### src/rtl/sarlock_pkg.sv
// Shared types and constants for the SAR-lock key delivery path.
// Consumers: sarlock_key_loader_if, sarlock_key_shreg, sarlock_key_loader.
package sarlock_pkg;

  // Default key width; must equal the locked wrapper's key width.
  localparam int KEY_W_DEFAULT = 8;

  // Value presented on the key port whenever no checked key is committed.
  localparam logic [KEY_W_DEFAULT-1:0] KEY_RST = '0;

  // PARITY and ERROR are only reachable with KEY_PARITY_CHECK_EN defined.
  typedef enum logic [2:0] {
    ST_IDLE   = 3'd0,
    ST_SHIFT  = 3'd1,
    ST_PARITY = 3'd2,
    ST_LOADED = 3'd3,
    ST_ERROR  = 3'd4
  } state_e;

  // Bit-counter width able to hold the value key_w itself.
  function automatic int cnt_width(input int key_w);
    return $clog2(key_w + 1);
  endfunction

endpackage

### src/rtl/sarlock_key_loader_if.sv
// Serial key stream plus committed-key port between key storage, the loader and the locked wrapper.
// master = key storage side (drives the stream), slave = the loader.
interface sarlock_key_loader_if #(
  parameter int KEY_W = sarlock_pkg::KEY_W_DEFAULT
) ();

  logic             load_start;
  logic             ser_valid;
  logic             ser_data;
  logic             ser_ready;
  logic [KEY_W-1:0] key_out;
  logic             key_valid;
  logic             busy;
  logic             err;

  modport master (
    output load_start, ser_valid, ser_data,
    input  ser_ready, key_out, key_valid, busy, err
  );

  modport slave (
    input  load_start, ser_valid, ser_data,
    output ser_ready, key_out, key_valid, busy, err
  );

endinterface

### src/rtl/sarlock_key_shreg.sv
// Shadow shift register and accepted-bit counter for the key loader.
// Shifts MSB first; the counter saturates at KEY_W so it can never wrap.
module sarlock_key_shreg
  import sarlock_pkg::*;
#(
  parameter  int KEY_W = KEY_W_DEFAULT,
  localparam int CNT_W = cnt_width(KEY_W)
) (
  input  logic             clk,
  input  logic             rst_n,
  input  logic             clr,
  input  logic             shift,
  input  logic             bit_in,
  output logic [KEY_W-1:0] shadow,
  output logic [CNT_W-1:0] count,
  output logic             full,
  output logic             parity
);

  // NOTE: sequential state uses non-blocking (<=) so every flop samples pre-edge values;
  // blocking assignments here would create order-dependent simulation/synthesis mismatches.
  always_ff @(posedge clk or negedge rst_n) begin
    if (!rst_n) begin
      shadow <= KEY_W'(KEY_RST);
      count  <= '0;
    end else if (clr) begin
      shadow <= KEY_W'(KEY_RST);
      count  <= '0;
    end else if (shift && !full) begin
      shadow <= {shadow[KEY_W-2:0], bit_in};
      count  <= count + CNT_W'(1);
    end
  end

  assign full   = (count == CNT_W'(KEY_W));
  assign parity = ^shadow;

endmodule

### src/rtl/sarlock_key_loader.sv
// Serial-to-parallel key loader: assembles a key from a valid/ready bit stream and commits it
// whole. Define KEY_PARITY_CHECK_EN to require a trailing even-parity bit (mismatch -> ERROR).
module sarlock_key_loader
  import sarlock_pkg::*;
#(
  parameter  int KEY_W = KEY_W_DEFAULT,
  localparam int CNT_W = cnt_width(KEY_W)
) (
  input logic                  clk,
  input logic                  rst_n,
  sarlock_key_loader_if.slave  kl
);

  state_e           state;
  logic             ready_q;
  logic             busy_q;
  logic             key_valid_q;
  logic [KEY_W-1:0] key_q;

  logic [KEY_W-1:0] shadow;
  logic [CNT_W-1:0] count;
  logic             full;
  logic             parity;

  logic xfer;
  logic last_bit;
  logic shift_en;

  // A bit is only consumed on a real handshake; load_start wins over a simultaneous bit.
  assign xfer     = kl.ser_valid && ready_q;
  assign last_bit = (count == CNT_W'(KEY_W - 1));
  assign shift_en = xfer && (state == ST_SHIFT) && !kl.load_start;

  sarlock_key_shreg #(.KEY_W(KEY_W)) u_shreg (
    .clk    (clk),
    .rst_n  (rst_n),
    .clr    (kl.load_start),
    .shift  (shift_en),
    .bit_in (kl.ser_data),
    .shadow (shadow),
    .count  (count),
    .full   (full),
    .parity (parity)
  );

`ifdef KEY_PARITY_CHECK_EN
  logic err_q;

  // NOTE: every flop, including the key register, has an async reset so the locked circuit
  // sees an all-zero key the instant rst_n falls, not one clock later.
  always_ff @(posedge clk or negedge rst_n) begin
    if (!rst_n) begin
      state       <= ST_IDLE;
      ready_q     <= 1'b0;
      busy_q      <= 1'b0;
      key_valid_q <= 1'b0;
      key_q       <= KEY_W'(KEY_RST);
      err_q       <= 1'b0;
    end else if (kl.load_start) begin
      state       <= ST_SHIFT;
      ready_q     <= 1'b1;
      busy_q      <= 1'b1;
      key_valid_q <= 1'b0;
      key_q       <= KEY_W'(KEY_RST);
      err_q       <= 1'b0;
    end else begin
      case (state)
        ST_SHIFT: begin
          if (xfer && last_bit) state <= ST_PARITY;
        end
        ST_PARITY: begin
          if (xfer) begin
            ready_q <= 1'b0;
            busy_q  <= 1'b0;
            // Even parity over key plus trailing bit: the bit must equal the key's XOR.
            if (full && (kl.ser_data == parity)) begin
              state       <= ST_LOADED;
              key_q       <= shadow;
              key_valid_q <= 1'b1;
            end else begin
              state       <= ST_ERROR;
              key_q       <= KEY_W'(KEY_RST);
              key_valid_q <= 1'b0;
              err_q       <= 1'b1;
            end
          end
        end
        default: ;
      endcase
    end
  end

  assign kl.err = err_q;
`else
  logic [KEY_W-1:0] shift_next;
  logic             unused_parity_path;

  assign shift_next         = {shadow[KEY_W-2:0], kl.ser_data};
  assign unused_parity_path = full ^ parity;

  always_ff @(posedge clk or negedge rst_n) begin
    if (!rst_n) begin
      state       <= ST_IDLE;
      ready_q     <= 1'b0;
      busy_q      <= 1'b0;
      key_valid_q <= 1'b0;
      key_q       <= KEY_W'(KEY_RST);
    end else if (kl.load_start) begin
      state       <= ST_SHIFT;
      ready_q     <= 1'b1;
      busy_q      <= 1'b1;
      key_valid_q <= 1'b0;
      key_q       <= KEY_W'(KEY_RST);
    end else begin
      case (state)
        ST_SHIFT: begin
          // Commit includes the bit arriving this cycle, so key_valid rises one cycle later.
          if (xfer && last_bit) begin
            state       <= ST_LOADED;
            ready_q     <= 1'b0;
            busy_q      <= 1'b0;
            key_q       <= shift_next;
            key_valid_q <= 1'b1;
          end
        end
        default: ;
      endcase
    end
  end

  assign kl.err = 1'b0;
`endif

  assign kl.ser_ready = ready_q;
  assign kl.busy      = busy_q;
  assign kl.key_valid = key_valid_q;
  assign kl.key_out   = key_q;

endmodule
### src/flat_wrapper.sv
// flat-port wrapper written by rule: the top's interface ports become plain ports
module sarlock_key_loader_flat import sarlock_pkg::*;
#(
  parameter  int KEY_W = KEY_W_DEFAULT,
  localparam int CNT_W = cnt_width(KEY_W)
)
  (clk, rst_n, kl_load_start, kl_ser_valid, kl_ser_data, kl_ser_ready, kl_key_out, kl_key_valid, kl_busy, kl_err);
  sarlock_key_loader_if #(.KEY_W(KEY_W)) kl_i ();
  input logic clk;
  input logic rst_n;
  input wire logic [$bits(kl_i.load_start)-1:0] kl_load_start;
  input wire logic [$bits(kl_i.ser_valid)-1:0] kl_ser_valid;
  input wire logic [$bits(kl_i.ser_data)-1:0] kl_ser_data;
  output wire logic [$bits(kl_i.ser_ready)-1:0] kl_ser_ready;
  output wire logic [$bits(kl_i.key_out)-1:0] kl_key_out;
  output wire logic [$bits(kl_i.key_valid)-1:0] kl_key_valid;
  output wire logic [$bits(kl_i.busy)-1:0] kl_busy;
  output wire logic [$bits(kl_i.err)-1:0] kl_err;
  assign kl_i.load_start = kl_load_start;
  assign kl_i.ser_valid = kl_ser_valid;
  assign kl_i.ser_data = kl_ser_data;
  assign kl_ser_ready = kl_i.ser_ready;
  assign kl_key_out = kl_i.key_out;
  assign kl_key_valid = kl_i.key_valid;
  assign kl_busy = kl_i.busy;
  assign kl_err = kl_i.err;
  sarlock_key_loader #(.KEY_W(KEY_W)) u_core (.clk(clk), .rst_n(rst_n), .kl(kl_i));
endmodule
### config.mk
export PLATFORM = sky130hd
export DESIGN_NAME = sarlock_key_loader_flat
export DESIGN_NICKNAME = d
export VERILOG_FILES = /design/src/rtl/sarlock_pkg.sv /design/src/rtl/sarlock_key_loader_if.sv /design/src/rtl/sarlock_key_shreg.sv /design/src/rtl/sarlock_key_loader.sv /design/src/flat_wrapper.sv
export SDC_FILE = /design/constraint.sdc
export NUM_CORES = 1
export LEC_CHECK = 0
export CAP_MARGIN = 20
export CORE_MARGIN = 2
export CORE_UTILIZATION = 33
export CTS_CLUSTER_SIZE = 16
export DETAILED_ROUTE_END_ITERATION = 12
export PLACE_DENSITY_LB_ADDON = 0.08
export SLEW_MARGIN = 20
export SYNTH_ARGS = -nofsm -noshare
export SYNTH_HDL_FRONTEND = slang
export SYNTH_SLANG_ARGS = --single-unit
### constraint.sdc
create_clock -name clk -period 4.3 [get_ports clk]
set_input_delay 0.86 -clock clk [delete_from_list [all_inputs] [get_ports clk]]
set_output_delay 0.86 -clock clk [all_outputs]
set_load 0.01 [all_outputs]
==> flow_summary.toml <==
[drt]
wire_per_inst_um = 13.0
wl_met2_um = 790
vias = 733
met3_wirelength_um = 93
post-route-drc-count = 0
highest_layer = "met4"
wl_met1_um = 1080
drt_pass1_iterations = 4
drt_iter0_markers = 17
ant_nets = 0
wirelength_um = 1980
vias_per_cell = 4.79

[synth]
yosys.area.top_type = "dfrtp_1"
synth_cell_type_count = 26
synthTopCellsByArea = "dfrtp_1, mux2i_1, nand2b_1"
synth_top_cell_area_share_pct = 52.4
synthesis.area_um2 = 1050
ys_ff_latch = 22
yosysSeqAreaShare_pct = 52.4
synth.net_count = 107
netlist_instances = 100
yosysWarnings = 0
avgSynthCellArea_um2 = 10.5

[global_routing]
grt_antenna_before_repair = 0
grt_pass1_vias = 736
track_usage_pct = 12.9
grt_overflow = 0
grt_start_max_net_pins = 26
grt_pass1_wl_um = 3500

[pwr]
p_leak_nw = 0.500
pwr-share-clk_pct = 27.3
ir_drop_mv = 0.0991
seqPwrFrac_pct = 64.0
p_per_area_nw_per_um2 = 273
power_switching_w = 0.0000790
switching_share_pct = 23.7
p_comb_share_pct = 8.6
p_int_w = 0.000254

[worst_setup_path]
cp_data_arrival_time_ps = 2590
rr_endpoint = "u_core.u_shreg.count[0]"
critical-path-max-stage-delay_ps = 500
crit_required_ps = 4500
crit_chain = "clkdlybuf4s50_1, and4b_1, o21a_1, mux2_4"
cp-start-kind = "primary input"
r2r_cells = 3
path_max_fanout = 11
end_kind = "flip-flop"
slowest_stage = "o21a_1"
reg2reg_from = "u_core.state[1]"
r2r_slack_ps = 2460
worstSetupPathType = "primary input to flip-flop"

[final_layout]
layout.nets = 118
finish.instance_area_um2 = 1220
diodes = 0
drive_gt1_share_pct = 5.50
final_cell_mix = "dfrtp_1, clkdlybuf4s50_1, a21oi_1"
n_fill_cell = 306
area_delta_synth_final_pct = 16.2
final_common_cell = "dfrtp_1"

[timing]
max_slew_margin_pct = 47.0
fin_setup_tns_ps = 0
hold_viol_final = 0
rsz0062_at_grt = "false"
slew_viol_final = 0
setup_viol = 0
final.setup_skew_ps = 6.84
worst_slack_ps = 1910
timing.fmax_mhz = 418
fin_crit_ps = 2390
final.period_utilization_pct = 55.6
worst_pin_slew_ps = 793

[min_path]
hp-class = "primary input to asynchronous set/reset pin"

[flow_run]
max_cap_viol_count = 0

[place]
finalWeightedCongestion = 0.715
io_buffers = 15
dpl-instance-area_um2 = 1200
hpwl_um = 1370
pre_cts_slack_ps = 1560

[clocking]
cts_tree = "built"
cts_made_buffers = 3
clock_sinks = 22
cts.repair.resized = 0
path_clk_slew_ps = 120
root_buffer = "clkbuf_4"
h-tree-depth = 1
cts_buffer_depth = 2
clk_latency_ps = 300
ctsHoldBuffers = 0
post_cts_buffers = 0

[floorplan]
initial_core_util_pct = 34.7
die-area_um2 = 3650
rows = 20
core_um2 = 3030
die_height_um = 60.4
die_w_um = 60.4
io_pins = 17

[outcome]
status = "completed"
-- sequential cells by signal, summed over array words and instances (netlist names) --
register,flops
u_core.state,2
u_core.u_shreg.shadow,7
u_core.kl.key_out,8
u_core.u_shreg.count,4
u_core.kl.ser_ready,1
-- per-layer routing --
metal / global-route usage, % / vias to the layer above
li1: - / 366
met1: 19.1 / 349
met2: 18.3 / 16
met3: 2.56 / 2
met4: 5.71 / 0
met5: 0 / -
-- power by group through the flow --
stage                Clock, W  Combinational [W]  Sequential [W]
finish              0.0000909          0.0000287        0.000213
global route         0.000109          0.0000329        0.000213
CTS                 0.0000975          0.0000299        0.000213
detailed placement          0          0.0000299        0.000217
global placement            0          0.0000296        0.000217
floorplan                   0          0.0000203        0.000216
-- worst max-delay path: cells and delay by family --
family                 cells  cell delay (ps)
muxes                      1              340
AOI/OAI and AO/OA          1              500
buffers and inverters      1              470
and+or+nand+nor            1              420
-- final cells by class --
| class | count | area, um^2 | share of cell area (%) |
|---|---|---|---|
| Sequential cell | 22 | 551 | 45.1 |
| Timing Repair Buffer | 15 | 145 | 11.9 |
| Inverter | 4 | 15.0 | 1.23 |
| Tap cell | 44 | 55.1 | 4.51 |
| Multi-Input combinational cell | 65 | 432 | 35.4 |
| Clock buffer | 3 | 22.5 | 1.85 |
-- kinds of logic (layout without fill, tap and decap cells) --
family | after synthesis | after routing | synth area share (%)
flops | 22 | 22 | 52.4
simple gates | 30 | 30 | 17.9
buf+inv | 13 | 22 | 6.43
fa+ha+maj | 2 | 2 | 2.38
compound gates | 23 | 23 | 11.4
mux | 9 | 9 | 9.06
other cells | 1 | 1 | 0.357
-- stage by stage --
| step | utilization (%) | cells | hold slack [ps] | power, W |
|---|---|---|---|---|
| detailed placement | 39.7 | 150 | 489 | 0.000247 |
| global placement | 39.7 | 150 | 490 | 0.000246 |
| CTS | 40.5 | 153 | 519 | 0.000340 |
| floorplan | - | 100 | 452 | 0.000236 |
| global route | 40.3 | 153 | 517 | 0.000355 |
| finish | 40.3 | 153 | 503 | 0.000333 |
-- worst max-delay path by stage --
| stage | from | endpoint | slack [ps] | cells past startpoint |
|---|---|---|---|---|
| 2_1_floorplan | kl_ser_valid | u_core.u_shreg.count[0] | 2570 | 4 |
| 3_3_place_gp | kl_ser_valid | u_core.u_shreg.count[0] | 1570 | 4 |
| 3_5_place_dp | kl_ser_valid | u_core.u_shreg.count[0] | 1560 | 4 |
| 4_1_cts | kl_ser_valid | u_core.u_shreg.count[0] | 1900 | 4 |
| 5_1_grt | kl_ser_valid | u_core.u_shreg.count[0] | 1830 | 4 |
| 6_report | kl_ser_valid | u_core.u_shreg.count[0] | 1910 | 4 |
-- synthesized netlist by cell type --
| library cell | number |
|---|---|
| clkbuf_2 | 1 |
| clkbuf_1 | 3 |
| dfrtp_1 | 22 |
| o21a_1 | 1 |
| nand2_1 | 1 |
| nand3_1 | 2 |
| or2_2 | 1 |
| o21ai_0 | 10 |
| nand2b_1 | 10 |
| and4b_1 | 1 |
| ha_1 | 2 |
| nor2_1 | 2 |
| buf_6 | 1 |
| nor2b_1 | 1 |
| mux2i_1 | 8 |
| conb_1 | 1 |
| buf_4 | 2 |
| nand4_1 | 8 |
| nand4b_1 | 2 |
| nand3b_1 | 1 |
| mux2_4 | 1 |
| or3_1 | 1 |
| a21oi_1 | 11 |
| inv_1 | 4 |
| buf_2 | 2 |
| a21o_1 | 1 |
(Power assumes the default switching activity.)
